File: config.mk
export PLATFORM = sky130hd
export DESIGN_NAME = stream_feeder
export DESIGN_NICKNAME = d
export VERILOG_FILES = /design/src/rtl/stream_feeder_pkg.sv /design/src/rtl/feeder_fifo_ram.sv /design/src/rtl/stream_feeder.sv
export SDC_FILE = /design/constraint.sdc
export NUM_CORES = 1
export LEC_CHECK = 0
export ABC_CLOCK_PERIOD_IN_PS = 8000
export CAP_MARGIN = 30
export CORE_MARGIN = 2
export CORE_UTILIZATION = 64
export CTS_CLUSTER_DIAMETER = 200
export DETAILED_ROUTE_END_ITERATION = 8
export GPL_TIMING_DRIVEN = 1
export PLACE_DENSITY = 0.85
export RECOVER_POWER = 25
export SYNTH_ARGS = -nofsm -noshare
export SYNTH_HDL_FRONTEND = slang
export SYNTH_HIERARCHICAL = 1
export SYNTH_SLANG_ARGS = --single-unit
File: constraint.sdc
create_clock -name clk -period 8 [get_ports clk]
set_input_delay 1.6 -clock clk [delete_from_list [all_inputs] [get_ports clk]]
set_output_delay 1.6 -clock clk [all_outputs]
set_load 0.05 [all_outputs]
File: src/rtl/stream_feeder_pkg.sv
// Shared types and constants for the stream feeder and the array writer it drives.
package stream_feeder_pkg;

    localparam int DATA_W = 8;

    localparam logic [DATA_W-1:0] DEFAULT_FILL_BYTE = 8'h00;

    typedef enum logic {
        ST_PRIME = 1'b0,
        ST_RUN   = 1'b1
    } feeder_state_t;

    // Eight-bit event counter that sticks at its maximum instead of wrapping.
    function automatic logic [7:0] sat_inc8(input logic [7:0] value);
        return (value == 8'hFF) ? value : value + 8'd1;
    endfunction

endpackage

File: src/rtl/feeder_fifo_ram.sv
// DEPTH x DATA_W storage for the feeder FIFO: synchronous write, combinational read of the head.
module feeder_fifo_ram
    import stream_feeder_pkg::*;
#(
    parameter int DEPTH = 16,
    localparam int AW = $clog2(DEPTH)
) (
    input  logic              clk,
    input  logic              wr_en,
    input  logic [AW-1:0]     wr_addr,
    input  logic [DATA_W-1:0] wr_data,
    input  logic [AW-1:0]     rd_addr,
    output logic [DATA_W-1:0] rd_data
);

    logic [DATA_W-1:0] mem [DEPTH];

    always_ff @(posedge clk) begin
        if (wr_en) begin
            mem[wr_addr] <= wr_data;
        end
    end

    // The head must be visible in the same cycle the pop is decided.
    assign rd_data = mem[rd_addr];

endmodule

File: src/rtl/stream_feeder.sv
// Absorbs bursty valid/ready input into a FIFO, prefills to START_LEVEL, then emits one byte per clock.
module stream_feeder
    import stream_feeder_pkg::*;
#(
    parameter int                DEPTH       = 16,
    parameter int                START_LEVEL = 4,
    parameter logic [DATA_W-1:0] FILL_BYTE   = DEFAULT_FILL_BYTE,
    localparam int               AW          = $clog2(DEPTH),
    localparam int               LW          = AW + 1
) (
    input  logic              clk,
    input  logic              rst,
    input  logic [DATA_W-1:0] in_data,
    input  logic              in_valid,
    output logic              in_ready,
    input  logic              flush,
    output logic [DATA_W-1:0] out_data,
    output logic              out_fill,
    output logic [LW-1:0]     level,
    output logic [7:0]        underrun_count
);

    localparam logic [LW-1:0] FULL_LEVEL  = LW'(DEPTH);
    localparam logic [LW-1:0] START_THRES = LW'(START_LEVEL);

    feeder_state_t     state_reg;
    logic [AW-1:0]     wr_ptr_reg;
    logic [AW-1:0]     rd_ptr_reg;
    logic [LW-1:0]     level_reg;
    logic [LW-1:0]     level_next;
    logic [DATA_W-1:0] out_data_reg;
    logic              out_fill_reg;
    logic [7:0]        underrun_reg;

    logic              push;
    logic              pop;
    logic              fifo_empty;
    logic [DATA_W-1:0] head;

    // Readiness looks only at the registered level; a same-cycle pop does not free a slot.
    assign in_ready   = !flush && (level_reg != FULL_LEVEL);
    assign push       = in_valid && in_ready;
    assign fifo_empty = (level_reg == '0);
    assign pop        = (state_reg == ST_RUN) && !fifo_empty && !flush;

    always_comb begin
        level_next = level_reg;
        unique case ({push, pop})
            2'b10:   level_next = level_reg + LW'(1);
            2'b01:   level_next = level_reg - LW'(1);
            default: level_next = level_reg;
        endcase
    end

    feeder_fifo_ram #(
        .DEPTH (DEPTH)
    ) u_ram (
        .clk     (clk),
        .wr_en   (push && !rst),
        .wr_addr (wr_ptr_reg),
        .wr_data (in_data),
        .rd_addr (rd_ptr_reg),
        .rd_data (head)
    );

    always_ff @(posedge clk) begin
        if (rst) begin
            state_reg    <= ST_PRIME;
            wr_ptr_reg   <= '0;
            rd_ptr_reg   <= '0;
            level_reg    <= '0;
            out_data_reg <= FILL_BYTE;
            out_fill_reg <= 1'b1;
            underrun_reg <= 8'd0;
        end else if (flush) begin
            // Discard buffered bytes but keep the underrun history.
            state_reg    <= ST_PRIME;
            wr_ptr_reg   <= '0;
            rd_ptr_reg   <= '0;
            level_reg    <= '0;
            out_data_reg <= FILL_BYTE;
            out_fill_reg <= 1'b1;
        end else begin
            if (push) begin
                wr_ptr_reg <= wr_ptr_reg + AW'(1);
            end
            if (pop) begin
                rd_ptr_reg <= rd_ptr_reg + AW'(1);
            end
            level_reg <= level_next;

            unique case (state_reg)
                ST_PRIME: begin
                    out_data_reg <= FILL_BYTE;
                    out_fill_reg <= 1'b1;
                    if (level_reg >= START_THRES) begin
                        state_reg <= ST_RUN;
                    end
                end
                ST_RUN: begin
                    if (!fifo_empty) begin
                        out_data_reg <= head;
                        out_fill_reg <= 1'b0;
                    end else begin
                        out_data_reg <= FILL_BYTE;
                        out_fill_reg <= 1'b1;
                        underrun_reg <= sat_inc8(underrun_reg);
                        state_reg    <= ST_PRIME;
                    end
                end
                default: begin
                    state_reg <= ST_PRIME;
                end
            endcase
        end
    end

    assign out_data       = out_data_reg;
    assign out_fill       = out_fill_reg;
    assign level          = level_reg;
    assign underrun_count = underrun_reg;

endmodule
# After elaboration in Yosys (flattened, before gate mapping)
# Memory sizes are Yosys's and may differ from the RTL's. A register that Yosys moved wholly into a read port is not among the register bits.
# Index checks and enable logic that the tools add are counted.
[word_totals] ff_bits=31 ram_bits=128 output_inout_bits=23 word_cells=45 memories=1
[memory_table] memory="u_ram.mem" words=16 width=8 read_ports=1 rd_clocked_by_memory_dff=1 wr=1 line_no="feeder_fifo_ram.sv:16" rtl="logic [DATA_W-1:0] mem [DEPTH];"
[classes] addsub=5 magnitude_cmp=1 eq_ne=4 muxes=12 n_bitwise=3 n_reduce_logical=12
[ops] op="$pmux W8 S2" n=1
[ops] op="$pmux W5 S2" n=1
[ops] op="$add A4 B1 Y4 const B" n=2
[ops] op="$add A8 B1 Y8 const B" n=1
[ops] op="$eq A8 B8 Y1 const B" n=1
[ops] op="$mux W4" n=2
[ops] op="$mux W8" n=1
[ops] op="$add A5 B1 Y5 const B" n=1
[ops] op="$ge A5 B3 Y1 const B" n=1
[ops] op="$logic_and A1 B1 Y1" n=5
[ops] op="$logic_not A5 Y1" n=1
[ops] op="$mux W1" n=5
[ops] op="$ne A5 B5 Y1 const B" n=1
[ops] op="$sub A5 B1 Y5 const B" n=1
[ops] op="$pmux W1 S2" n=2
[ops] op="$reduce_and A4 Y1" n=1
[ops] op="$logic_not A1 Y1" n=3
[ops] op="$not A1 Y1" n=3
[ops] op="$eq A2 B1 Y1 const B" n=1
[ops] op="$eq A2 B2 Y1 const B" n=1
[ops] op="$reduce_bool A2 Y1" n=1
[ops] op="$reduce_or A2 Y1" n=1

# Longest topological paths before layout
[depth] ltp_word=6 depth_mapped=10 mapped_depth_nobuf=10

# Modules after synthesis
# The synthesis kept the hierarchy.
[by_module_without_submodules] mod="feeder_fifo_ram" instances=1 cells_each=221 area_each_um2=4987.3
[by_module_without_submodules] mod="stream_feeder" instances=1 cells_each=156 area_each_um2=1450.1

# Least setup slack after synthesis
# No wires, ideal clock.
[synth_timing] path_type="in2out" startpoint="in flush" endpoint="out in_ready" arrival_ns=2.360 t_required_ns=6.400 path_slack_ns=4.040 path_stages=1 cell_sequence="a21oi_1"
[synth_between] elab_chain_cells=2
[synth_lines] item="start, declared" line_no="stream_feeder.sv:16" rtl="input logic flush,"
[synth_lines] item="$logic_not A1 Y1" line_no="stream_feeder.sv:41" rtl="assign in_ready = !flush && (level_reg != FULL_LEVEL);"
[synth_lines] item="$logic_and A1 B1 Y1" line_no="stream_feeder.sv:41"
[synth_lines] item="end, declared" line_no="stream_feeder.sv:15" rtl="output logic in_ready,"
# No other way between the ends.

# Worst setup path after layout
# Ends and elaborated chain as after synthesis.

==> summary.md <==
| Metric | Value |
|---|---|
| Outcome | `complete, no violations` |
| Final Hold Slack | `about 0.53 ns` |
| Critical path capture point | `in_ready` |
| # rows | `36` |
| Via count | `about 3,600` |
| Largest net degree at the start of global routing | `36` |
| Setup violators final | `0` |
| Max cap viols | `0` |
| GRT Total Usage | `0.2471` |
| Req. time, crit path | `6.40 ns` |
| Residual DRC | `0` |
| Maximum fanout along the worst path | `9` |
| Die Area | `0.01088 mm²` |
| Yosys reg bits | `159` |
| Drt wl/cell | `approximately 23 µm` |
| Post-cts resize count | `0` |
| Layout cells sized above 1 | `0.1501` |
| Chip height | `104.3 µm` |
| YS warnings | `6` |
| Area growth from synthesis to layout | `15.55%` |
| Hold WC Path Type | `reg -> reg` |
| Post-synth ARST share | `0` |
| Syn nets | `397` |
| Yosys cell types | `51` |
| Routed wire length | `12,790 µm` |
| Hold Vio Cnt, Final | `0` |
| Horiz. Die Dim | `between 100 and 150 µm` |
| Dpl cell area | `0.006844 mm²` |
| Sequential Power Share | `0.523` |
| Initial antenna violation count | `0` |
| Remaining antenna violation count | `0` |
| CP Launch Point | `flush` |
| Avg Cell Area, Syn | `17.08 µm²` |
| Fin crit share | `0.5895` |
| Skew final | `around 0.0084 ns` |
| Core area | `0.009774 mm²` |
| Vias in the first global route | `3,562` |
| Clock Power Share | `0.458` |
| Post-synthesis cell count | `377` |
| First-pass GRT wire length | `around 20,000 µm` |
| Psw | `between 0.3 and 0.4 mW` |
| Post-layout minimum cycle time | `between 4 and 5 ns` |
| Vias per Instance | `6.366` |
| Ant diodes | `0` |
| Setup TNS | `0 ns` |
| Root Buffer | `clkbuf_8` |
| Worst Reg-to-Reg Cells | `7` |
| Max FFs per register | `128` |
| Nets | `440` |
| Setup ws final | `3.284 ns` |
| Cell Area, Synth | `between 0.006 and 0.007 mm²` |
| Internal power | `roughly 1.4 mW` |
| Setup slack, reg-to-reg | `4.79 ns` |
| Power density cells | `~230 mW/mm²` |
| Worst-path clk slew | `around 0.06 ns` |
| CTS max path bufs | `2` |
| Kind of critical path | `in -> out` |
| Pre-antenna DRT Iters | `5` |
| Worst setup SP type | `input port` |
| I/O Buffers | `34` |
| Static Leakage | `about 2.5 nW` |
| CTS buffer count | `17` |
| Register area share after synthesis | `0.6935` |
| Io pins | `35` |
| CTS tree | `yes` |
| Pre-CTS setup slack | `approximately 3.2 ns` |
| Hold-fix buffers, CTS | `0` |
| GRT overflow | `0` |
| Comb power frac | `0.019` |
| Fmax | `0.2120 GHz` |
| Slew margin rel. | `0.3799` |
| Final instance area | `0.007438 mm²` |
| DP Wirelength | `roughly 7600 µm` |
| Sink Count | `between 150 and 200` |
| RSZ-0062 raised after global routing | `no` |
| GPL Wtd Cong | `roughly 0.78` |
| Final slew viol count | `0` |
| Synth Flop Type | `edfxtp_1` |
| FF-to-FF Start | `level[0]` |
| FF-to-FF End | `u_ram/mem[0][4]` |
| Post-CTS setup buffers | `0` |
| Worst skew pair latency | `0.52 ns` |
| Worst-margin pin slew | `0.9267 ns` |
| Commonest non-fill, non-tap cells in the layout | `128 x edfxtp_1, 33 x nor2_1, 29 x dfxtp_1` |
| CP Capture Type | `output port` |
| Max rail drop VDD | `134.1 µV` |
| Leading cell type in the layout, fill and taps excluded | `edfxtp_1` |
| Effective utilization at floorplan | `0.6586` |
| Post-synth EDFFs | `roughly 130` |
| WP data arrival | `3.12 ns` |
| H-tree level count | `4` |
| Iter 0 DRT Violations | `between 400 and 500` |
| Sw Share | `0.2053` |
critical path: stages:
cell and delay, ns:
clkdlybuf4s50_1 0.53, a21oi_1 0.17, clkdlybuf4s50_1 0.81
area by class of cell:
type / count / area, µm²
Sequential cell: 159 / 4467
Fill cell: 545 / 2336
Multi-Input combinational cell: 194 / 1819
Clock buffer: 18 / 427.9
Timing Repair Buffer: 39 / 367.9
Tap cell: 133 / 166.4
Clock inverter: 14 / 156.4
Inverter: 9 / 33.78
how the worst min path moves through the flow:
stage                      startpoint                end  cells after the start
finish              underrun_count[1]  underrun_count[1]                      2
global route        underrun_count[1]  underrun_count[1]                      2
CTS                 underrun_count[1]  underrun_count[1]                      2
detailed placement  underrun_count[1]  underrun_count[1]                      2
global placement    underrun_count[1]  underrun_count[1]                      2
floorplan               rd_ptr_reg[3]      rd_ptr_reg[3]                      2
through the flow:
| stage | util | total power, mW | cells |
|---|---|---|---|
| floorplan | - | 0.9246 | 377 |
| finish | 0.7610 | 1.712 | 566 |
| CTS | 0.7600 | 1.722 | 564 |
| global placement | 0.6992 | 0.9436 | 530 |
| global route | 0.7610 | 1.758 | 566 |
| detailed placement | 0.7002 | 0.9453 | 532 |
Yosys cell counts (2+ instances only):
master / number / share of area
mux4_2: 18 / 0.063
nor4_1: 2 / 0.0019
o211ai_1: 2 / 0.0023
buf_6: 5 / 0.0087
nand2b_1: 3 / 0.0029
o21ai_0: 3 / 0.0023
nor2b_1: 6 / 0.0058
and2_1: 10 / 0.0097
or2_2: 2 / 0.0019
nand4_1: 2 / 0.0019
mux2i_1: 5 / 0.0078
nand2_1: 12 / 0.0070
buf_2: 3 / 0.0023
or4_1: 4 / 0.0047
clkdlybuf4s25_2: 3 / 0.0047
ha_1: 7 / 0.014
a21oi_1: 8 / 0.0062
mux2_1: 2 / 0.0035
inv_1: 9 / 0.0052
nand3_1: 8 / 0.0062
nand3b_1: 3 / 0.0035
nor2_1: 33 / 0.019
xor2_1: 3 / 0.0041
dfxtp_1: 31 / 0.096
mux4_1: 14 / 0.057
xnor2_1: 3 / 0.0041
or3_1: 2 / 0.0019
nor3_1: 7 / 0.0054
edfxtp_1: 128 / 0.60
a22oi_1: 16 / 0.019
clkbuf_1: 3 / 0.0017
power groups by stage:
stage	Sequential, mW	Combinational [mW]	Clock (mW)
3_5_place_dp	0.914	0.0317	0
2_1_floorplan	0.914	0.0109	0
3_3_place_gp	0.913	0.0301	0
6_report	0.896	0.0321	0.784
5_1_grt	0.895	0.0347	0.827
4_1_cts	0.896	0.0323	0.794
logic make-up after synthesis:
kind of cell,after synthesis,share of synthesized area
flops,159,0.6935
simple gates,103,0.08572
mux,39,0.1314
compound gates,38,0.04062
buf+inv,24,0.02391
fa+ha+maj,8,0.01671
xor+xnor,6,0.008165
metal layers:
layer,GRT usage,vias up,part of all wire
li1,-,1585,-
met1,0.3285,1834,0.40
met2,0.3978,158,0.51
met3,0.06078,26,0.067
met4,0.09846,0,0.025
met5,0,-,0
Note: power is estimated with default switching activity, not from simulation.
